**src/rtl/mem_access_guard.sv**
```systemverilog
// mem_access_guard: screens load/store requests for alignment and region legality,
// latches the first resulting exception until acknowledged, and counts exceptions.
`default_nettype none

module mem_access_guard #(
    parameter int                       ADDR_W       = 32,
    parameter int                       NREG         = 3,
    parameter logic [NREG*ADDR_W-1:0]   REG_BASE     = {32'h7f10, 32'h7f00, 32'h0000},
    parameter logic [NREG*ADDR_W-1:0]   REG_LIMIT    = {32'h7f1b, 32'h7f0b, 32'h2fff},
    parameter logic [NREG-1:0]          REG_WORDONLY = 3'b110,
    parameter int                       CNT_W        = 16
) (
    input  logic              clk,
    input  logic              reset_n,
    input  logic              in_valid,
    output logic              in_ready,
    input  logic              in_store,
    input  logic [1:0]        in_size,
    input  logic [ADDR_W-1:0] in_addr,
    input  logic              in_exc,
    input  logic [4:0]        in_exc_code,
    output logic              acc_ok,
    output logic              exc_valid,
    output logic [4:0]        exc_code,
    output logic [ADDR_W-1:0] bad_vaddr,
    input  logic              exc_ack,
    output logic [CNT_W-1:0]  err_cnt
);

    localparam logic [4:0] C_CODE_ADEL = 5'd4;
    localparam logic [4:0] C_CODE_ADES = 5'd5;
    localparam logic [4:0] C_CODE_OV   = 5'd12;

    typedef enum logic [0:0] {
        IDLE = 1'b0,
        PEND = 1'b1
    } state_t;

    state_t              state_q, state_d;
    logic                acc_ok_q, acc_ok_d;
    logic [4:0]          exc_code_q, exc_code_d;
    logic [ADDR_W-1:0]   bad_vaddr_q, bad_vaddr_d;
    logic [CNT_W-1:0]    err_cnt_q, err_cnt_d;

    logic                w_hit;
    logic                w_wordonly;
    logic                w_align_err;
    logic                w_range_err;
    logic                w_addr_err;
    logic                w_any_exc;
    logic                w_accept;
    logic [4:0]          w_code;

    // Scan from the top region down so the lowest-index match wins.
    always_comb begin
        w_hit      = 1'b0;
        w_wordonly = 1'b0;
        for (int k = NREG - 1; k >= 0; k--) begin
            if ((in_addr >= REG_BASE[k*ADDR_W +: ADDR_W]) &&
                (in_addr <= REG_LIMIT[k*ADDR_W +: ADDR_W])) begin
                w_hit      = 1'b1;
                w_wordonly = REG_WORDONLY[k];
            end
        end
    end

    always_comb begin
        case (in_size)
            2'b00:   w_align_err = 1'b0;
            2'b01:   w_align_err = in_addr[0];
            2'b10:   w_align_err = (in_addr[1:0] != 2'b00);
            default: w_align_err = 1'b1;
        endcase
    end

    assign w_range_err = !w_hit || (w_wordonly && (in_size != 2'b10));
    // An upstream overflow is reported as an address error on this access.
    assign w_addr_err  = w_align_err || w_range_err || (in_exc && (in_exc_code == C_CODE_OV));
    assign w_any_exc   = w_addr_err || in_exc;
    assign w_code      = w_addr_err ? (in_store ? C_CODE_ADES : C_CODE_ADEL) : in_exc_code;
    assign w_accept    = in_valid && (state_q == IDLE);

    always_comb begin
        state_d     = state_q;
        acc_ok_d    = 1'b0;
        exc_code_d  = exc_code_q;
        bad_vaddr_d = bad_vaddr_q;
        err_cnt_d   = err_cnt_q;
        case (state_q)
            IDLE: begin
                if (w_accept) begin
                    if (w_any_exc) begin
                        state_d     = PEND;
                        exc_code_d  = w_code;
                        bad_vaddr_d = in_addr;
                        if (err_cnt_q != {CNT_W{1'b1}}) begin
                            err_cnt_d = err_cnt_q + 1'b1;
                        end
                    end else begin
                        acc_ok_d = 1'b1;
                    end
                end
            end
            PEND: begin
                if (exc_ack) begin
                    state_d = IDLE;
                end
            end
            default: state_d = IDLE;
        endcase
    end

    always_ff @(posedge clk or negedge reset_n) begin
        if (!reset_n) begin
            state_q     <= IDLE;
            acc_ok_q    <= 1'b0;
            exc_code_q  <= 5'd0;
            bad_vaddr_q <= '0;
            err_cnt_q   <= '0;
        end else begin
            state_q     <= state_d;
            acc_ok_q    <= acc_ok_d;
            exc_code_q  <= exc_code_d;
            bad_vaddr_q <= bad_vaddr_d;
            err_cnt_q   <= err_cnt_d;
        end
    end

    assign in_ready  = (state_q == IDLE);
    assign acc_ok    = acc_ok_q;
    assign exc_valid = (state_q == PEND);
    assign exc_code  = exc_code_q;
    assign bad_vaddr = bad_vaddr_q;
    assign err_cnt   = err_cnt_q;

endmodule

`default_nettype wire
```
**config.mk**
```make
export PLATFORM = sky130hd
export DESIGN_NAME = mem_access_guard
export DESIGN_NICKNAME = d
export VERILOG_FILES = /design/src/rtl/mem_access_guard.sv
export SDC_FILE = /design/constraint.sdc
export NUM_CORES = 1
export LEC_CHECK = 0
export CAP_MARGIN = 20
export CORE_MARGIN = 4
export CORE_UTILIZATION = 25
export DETAILED_ROUTE_END_ITERATION = 10
export GPL_ROUTABILITY_DRIVEN = 1
export MAX_ROUTING_LAYER = met4
export PLACE_DENSITY = 0.61
export SYNTH_ARGS = -nofsm -noshare
export SYNTH_HDL_FRONTEND = slang
export SYNTH_SLANG_ARGS = --single-unit
```
**constraint.sdc**
```tcl
create_clock -name clk -period 2.1 [get_ports clk]
set_input_delay 0.21 -clock clk [delete_from_list [all_inputs] [get_ports clk]]
set_output_delay 0.21 -clock clk [all_outputs]
set_load 0.005 [all_outputs]
```
==> metrics.cfg, run 1 <==
[worst_setup_path]
critPathLaunchType = input port
critical_path_arrival_ns = 2.23
startpoint = in_addr[6]
worstSetupEndpointType = flop
critPathRequiredTime_ns = 2.29
regToRegEndpoint = err_cnt[15]
cp-endpoint = bad_vaddr[30]
worstPathMaxFanout = 13
cp_slowest_stage_delay_ns = 0.44
worst-r2r-cell-count = 7
cpMaxStageDelayCell = sky130_fd_sc_hd__o31a_4
critical_path.cell_chain = clkdlybuf4s50_1 > nand4b_1 > a211oi_2 > a32oi_2 > o31a_4 > buf_12 > mux2_4
r2r-start = err_cnt[8]
r2r_slack_ns = 0.18
worst-setup-path-type = input port to flop

[floorplan]
die_w_um = 109.5
rows = 36
height_of_the_chip_um = 109.5
floorplan.die_area_mm2 = 0.01199
floorplan.io_pins = 101
floorplan.initialDensity = 0.2598
floorplan.core_area_mm2 = 0.009910

[synth]
synth.avg_cell_area_um2 = 13.07
synth_top_family_by_area = multiplexers
synth_compound_area_frac = 0.03256
ys_seq_area_frac = 0.5345
synth_top_cells_by_area = sky130_fd_sc_hd__dfrtp_1 (53%), sky130_fd_sc_hd__mux2_4 (17%), sky130_fd_sc_hd__xor2_1 (4.4%)
yosysUniqueCellTypes = 34
total_of_flip_flops_plus_latches_after_synthesis = 55
syn-instance-count = 197
synth_largest_type_area_fraction = 0.5345
synth-simple-area-share = 0.1487
synth.largest_area_cell = sky130_fd_sc_hd__dfrtp_1
synthesis.nets = 243
synth_warnings = 0
synth_xor_xnor_area_share = 0.04422
synth-adder-area-share = 0.004859
synth_mux_area_frac = 0.1948
syn-cell-area_mm2 = 0.002575

[pwr]
power_report.internal_total_w = 0.002449
p_sw_frac = 0.2543
power.net_switching_w = 0.0008351
max-vdd-ir-drop_uv = 365.3
power_leakage_nw = 1.759
power_frac_clock = 0.254
power_density_mw_per_mm2 = 793.9
power.share.combinational = 0.313
sequentialPowerShare = 0.433

[sta]
grt_setup_unrepaired = false
timing.final.crit_share = 0.9705
tightestPinTransition_ns = 0.3691
finalHoldViolations = 0
finalMaxSlewViolations = 0
maxClockFrequency_ghz = 0.4907
report.final.setup_viol = 0
finalClockSkew_ns = 0.006972
finalWorstPathRequiredPeriod_ns = 2.038
slew_headroom = 0.7539
setup_tns_ns = 0

[place]
dpl-instance-area_mm2 = 0.003870
gp_congestion = 0.7531
io_buffers = 100
hpwl_detailed_mm = 5.210
placed_instances = 448

[final_layout]
fin_cells = 458
design_area_mm2 = 0.004136
syn_to_final_growth_pct = 60.64
finalNetCount = 370
share_of_cells_above_drive_strength_1 = 0.2708
ant_cells = 0
final.fill_count = 968

[route]
firstDrtPassIters = 4
drc_errors = 0
postRouteAntennaNets = 0
vias_per_cell = 4.415
routed_wirelength_mm = 7.114
via_count = 2022
detailedRoute.firstIterationViolations = 50
routed_wire_length_per_instance_um = 15.53

[cts]
clk-insertion-delay-late_ns = 0.31
clock_tree.root_cell = sky130_fd_sc_hd__clkbuf_8
cts_buffers = 5
cts_max_path_buffers = 2
cts_tree = yes
htree_num_levels = 2
cts.sink_count = 55
cts.clk_slew.worst_paths_ns = 0.11

[grt]
maximum_number_of_pins_on_one_net_before_global_route_repair = 29
grt_pass1_wl_mm = 11.00
globalRoute.totalOverflow = 0
via_count_of_the_first_global_routing_pass = 2116
grt_antenna_before_repair = 0
grt_use_total = 0.1206

[flow_run]
drv_cap = 0

[run_status]
run_status = finished clean

[min_path]
worst_min_delay_path_category = input port to flop

-- registers in the layout (all words and copies together), names as in the netlist --
register	flops
acc_ok	1
exc_valid	1
bad_vaddr	32
err_cnt	16
exc_code	5
-- kinds of logic (layout without fill, tap and decap cells) --
kind of cell	Yosys count	after routing
AND/OR/NAND/NOR	69	69
flip-flops	55	55
multiplexers	35	35
XOR/XNOR	13	13
AO/OA/AOI/OAI	12	12
buffers and inverters	12	140
adder cells (fa/ha/maj)	1	1
-- stage by stage --
stage               utilization  power, W  hold WS [ns]  worst slack (ns)
finish                   0.4174  0.003284        0.2381           0.06190
CTS                      0.4098  0.003332        0.3394          0.003075
global route             0.4174  0.003473        0.2175           0.02195
floorplan                     -  0.001820      -0.08559            0.3448
global placement         0.3905  0.002441        0.2575           -0.4257
detailed placement       0.3905  0.002450        0.2550           -0.4284
-- worst min-delay path by stage --
stage | cells after the start | slack [ns] | to | startpoint
5_1_grt | 2 | 0.22 | bad_vaddr[18] | in_addr[18]
3_3_place_gp | 2 | 0.26 | bad_vaddr[18] | reset_n
3_5_place_dp | 2 | 0.25 | bad_vaddr[18] | reset_n
2_1_floorplan | 0 | -0.09 | acc_ok | reset_n
6_report | 2 | 0.24 | bad_vaddr[18] | in_addr[18]
4_1_cts | 2 | 0.34 | bad_vaddr[19] | in_addr[19]
-- worst max-delay path, delay by kind of cell --
family | cells | cell delay (ns)
buffers and inverters | 2 | 0.61
muxes | 1 | 0.30
and+or+nand+nor | 1 | 0.22
AOI/OAI and AO/OA | 3 | 0.87
-- cells in the mapped netlist, drive strengths merged --
cell type,number
nand2,12
o31a,1
nor2,9
and2,1
buf,6
dfrtp,55
inv,4
o21ai,4
and4,3
nor2b,1
or2,1
nor4,12
nand4b,2
a32oi,1
and4b,1
nand3,12
nor3b,1
o22ai,1
or4,2
a21oi,4
nand4,1
nor4b,2
nor3,9
mux2i,1
ha,1
clkbuf,2
a211oi,1
mux2,34
xor2,13
-- area by class of cell --
class / count / area [um2] / area share
sequential: 55 / 1376 / 0.3327
timing repair buffer: 128 / 1252 / 0.3028
multi-input combinational: 130 / 1190 / 0.2877
tap: 133 / 166.4 / 0.04023
clock buffer: 5 / 68.82 / 0.01664
clock inverter: 3 / 67.56 / 0.01633
inverter: 4 / 15.01 / 0.003630
-- placed cells by master (no fill, tap or decap), drive strengths merged --
| cell | count |
|---|---|
| dlygate4sd2 | 3 |
| nor2b | 1 |
| nand3 | 12 |
| buf | 28 |
| and4b | 1 |
| nor3b | 1 |
| o31a | 1 |
| dlymetal6s2s | 1 |
| nand2 | 12 |
| clkdlybuf4s50 | 95 |
| and2 | 1 |
| a32oi | 1 |
| dfrtp | 55 |
| nor4b | 2 |
| and4 | 3 |
| mux2 | 34 |
| clkinvlp | 1 |
| ha | 1 |
| inv | 4 |
| clkbuf | 5 |
| o22ai | 1 |
| or2 | 1 |
| nor4 | 12 |
| bufinv | 2 |
| xor2 | 13 |
| nand4b | 2 |
| mux2i | 1 |
| o21ai | 4 |
| dlygate4sd3 | 1 |
| nand4 | 1 |
| nor2 | 9 |
| a21oi | 4 |
| or4 | 2 |
| a211oi | 1 |
| nor3 | 9 |
-- what timing repair did --
action | in CTS | in global routing
pin swaps | 4 | 2
setup buffers | 0 | 0
cloned | 1 | 0
hold buffers | 1 | 0
gates resized for setup | 7 | 13
setup endpoints to repair | 35 | 47
endpoints found under the hold margin | 55 | 0
-- power groups by stage --
stage          registers, W  logic [W]  clock network (W)
3_5_place_dp        0.00144    0.00101                  0
6_report            0.00142    0.00103           0.000835
2_1_floorplan       0.00144   0.000383                  0
3_3_place_gp        0.00144    0.00101                  0
5_1_grt             0.00146    0.00110           0.000913
4_1_cts             0.00142    0.00103           0.000877
-- layer usage --
metal | GRT usage | routed length [um] | vias up
li1 | - | - | 964
met1 | 0.1604 | 3230 | 982
met2 | 0.1844 | 3290 | 70
met3 | 0.03523 | 544 | 6
met4 | 0.02315 | 48 | 0
met5 | - | 0 | -
Power figures use the tool's default switching activity.
==> inputs of run 2 (changes only) <==
- SKIP_LAST_GASP: default -> 1
==> results of run 2 <==
The final DEF is identical to that of run 1; final timing and power are the same.
==> inputs of run 3 (changes only) <==
--- a/config.mk
+++ b/config.mk
@@ -10,2 +10,3 @@
 export CORE_UTILIZATION = 25
+export CTS_CLUSTER_SIZE = 12
 export DETAILED_ROUTE_END_ITERATION = 10
@@ -14,2 +15,3 @@
 export PLACE_DENSITY = 0.61
+export SETUP_SLACK_MARGIN = 0.1
 export SKIP_LAST_GASP = 1
==> constraint.sdc (replaced) <==
create_clock -name clk -period 2.1 [get_ports clk]
set_input_delay 0.42 -clock clk [delete_from_list [all_inputs] [get_ports clk]]
set_output_delay 0.42 -clock clk [all_outputs]
set_load 0.005 [all_outputs]
==> metrics.cfg, run 3 (same netlist as run 1, synthesis figures left out) <==
[cts]
cts_buffers = 5
cts.clk_slew.worst_paths_ns = 0.11
cts_tree = yes
clock_tree.root_cell = sky130_fd_sc_hd__clkbuf_8
clk-insertion-delay-late_ns = 0.30
htree_num_levels = 2
cts_max_path_buffers = 2
cts_hold_buffers = 0
cts.sink_count = 55

[route]
drc_errors = 0
detailedRoute.firstIterationViolations = 110
firstDrtPassIters = 4
vias_per_cell = 4.489
postRouteAntennaNets = 0
routed_wire_length_per_instance_um = 16.02
via_count = 2110
routed_wirelength_mm = 7.531

[floorplan]
floorplan.io_pins = 101
die_w_um = 109.5
height_of_the_chip_um = 109.5
rows = 36
floorplan.core_area_mm2 = 0.009910
floorplan.die_area_mm2 = 0.01199
floorplan.initialDensity = 0.2598

[sta]
finalClockSkew_ns = 0.01450
tightestPinTransition_ns = 0.4807
slew_headroom = 0.6796
finalHoldViolations = 0
finalMaxSlewViolations = 0
timing.final.crit_share = 0.9144
grt_setup_unrepaired = false
report.final.setup_viol = 0
final_hold_slack_ns = 0.06981
maxClockFrequency_ghz = 0.5208
finalWorstPathRequiredPeriod_ns = 1.920

[place]
io_buffers = 100
placed_instances = 452
gp_congestion = 0.7766
dpl-instance-area_mm2 = 0.003913
hpwl_detailed_mm = 5.350

[min_path]
worst_min_delay_path_category = input port to async pin

[worst_setup_path]
critPathRequiredTime_ns = 2.33
worst-setup-path-type = input port to flop
worstSetupEndpointType = flop
r2r_slack_ns = 0.23
worstPathMaxFanout = 5
critical_path_arrival_ns = 2.15
critPathLaunchType = input port
regToRegEndpoint = err_cnt[15]
worst-r2r-cell-count = 7
r2r-start = err_cnt[0]

[run_status]
run_status = finished clean

[pwr]
power_leakage_nw = 1.866
max-vdd-ir-drop_uv = 275.9
power_density_mw_per_mm2 = 754.6

[final_layout]
fin_cells = 470
finalNetCount = 383
layout.core_utilization = 0.4354
largest_register_ffs = 32
share_of_cells_above_drive_strength_1 = 0.3680
most-common-layout-cells = sky130_fd_sc_hd__clkdlybuf4s50_1 (66), sky130_fd_sc_hd__dfrtp_1 (55), sky130_fd_sc_hd__buf_4 (31)
ant_cells = 0
syn_to_final_growth_pct = 67.54
design_area_mm2 = 0.004314
most_common_cell_after_layout_fill_and_taps_aside = sky130_fd_sc_hd__clkdlybuf4s50_1

[flow_run]
drv_cap = 0

[grt]
grt_antenna_before_repair = 0
globalRoute.totalOverflow = 0
grt_pass1_wl_mm = 12.12
maximum_number_of_pins_on_one_net_before_global_route_repair = 28
via_count_of_the_first_global_routing_pass = 2309
grt_use_total = 0.1322

## run 3: changes by cell type in the layout (fill, tap and decap cells not counted), sizes merged
cell	change
clkdlybuf4s15	+7
buf	+20
dlygate4sd2	+11
bufinv	-1
dlygate4sd3	-1
clkdlybuf4s50	-29
clkbuf	+5
## run 3: worst max path at each step
| stage | start | endpoint | slack (ns) |
|---|---|---|---|
| after floorplan | in_addr[6] | bad_vaddr[10] | 0.14 |
| after detailed placement | in_addr[18] | bad_vaddr[19] | -0.59 |
| after CTS | in_addr[16] | bad_vaddr[28] | 0.04 |
| after global routing | in_addr[13] | err_cnt[7] | 0.1 |
| final | in_size[1] | err_cnt[7] | 0.18 |
| after global placement | in_addr[18] | bad_vaddr[18] | -0.61 |
## run 3: through the flow
step	power [W]	worst slack (ns)	setup TNS (ns)
after global routing	0.003449	0.09939	0
after CTS	0.003279	0.03976	0
after global placement	0.002467	-0.6056	-29.15
after detailed placement	0.002476	-0.5908	-28.50
final	0.003255	0.1798	0
after floorplan	0.001820	0.1377	0
## run 3: critical path, stage by stage
cell,delay (ns)
sky130_fd_sc_hd__dlygate4sd2_1,0.25
sky130_fd_sc_hd__nor3b_2,0.16
sky130_fd_sc_hd__a32oi_2,0.32
sky130_fd_sc_hd__buf_4,0.18
sky130_fd_sc_hd__nor3_2,0.03
sky130_fd_sc_hd__buf_4,0.17
sky130_fd_sc_hd__buf_4,0.15
sky130_fd_sc_hd__nor4_4,0.28
sky130_fd_sc_hd__xor2_1,0.19
## run 3: power breakdown
part	internal [W]	switching [W]	leakage, nW
registers	0.00126	0.000151	0.675
clock network	0.000349	0.000339	0.0502
logic	0.000780	0.000374	1.14
total	0.00239	0.000864	1.87
## run 3: what timing repair did
item	CTS	global route
buffers inserted	8	4
cloned	4	0
resized for setup	99	24
endpoints found under the setup margin	55	50
pin swaps	14	13
## run 3: final cells by class
| type | count | area [um2] |
|---|---|---|
| fillers | 929 | 5595 |
| flip-flops and latches | 55 | 1376 |
| repair buffers | 141 | 1333 |
| multi-input cells | 130 | 1318 |
| well taps | 133 | 166.4 |
| clock buffers | 5 | 68.82 |
| clock inverters | 2 | 37.54 |
| inverters | 4 | 15.01 |
## run 3: layer usage
metal	track usage	up-vias	wire, um
li1	-	993	-
met1	0.1740	1040	3493
met2	0.2145	75	3596
met3	0.02642	2	417
met4	0.02315	0	23
met5	-	-	0
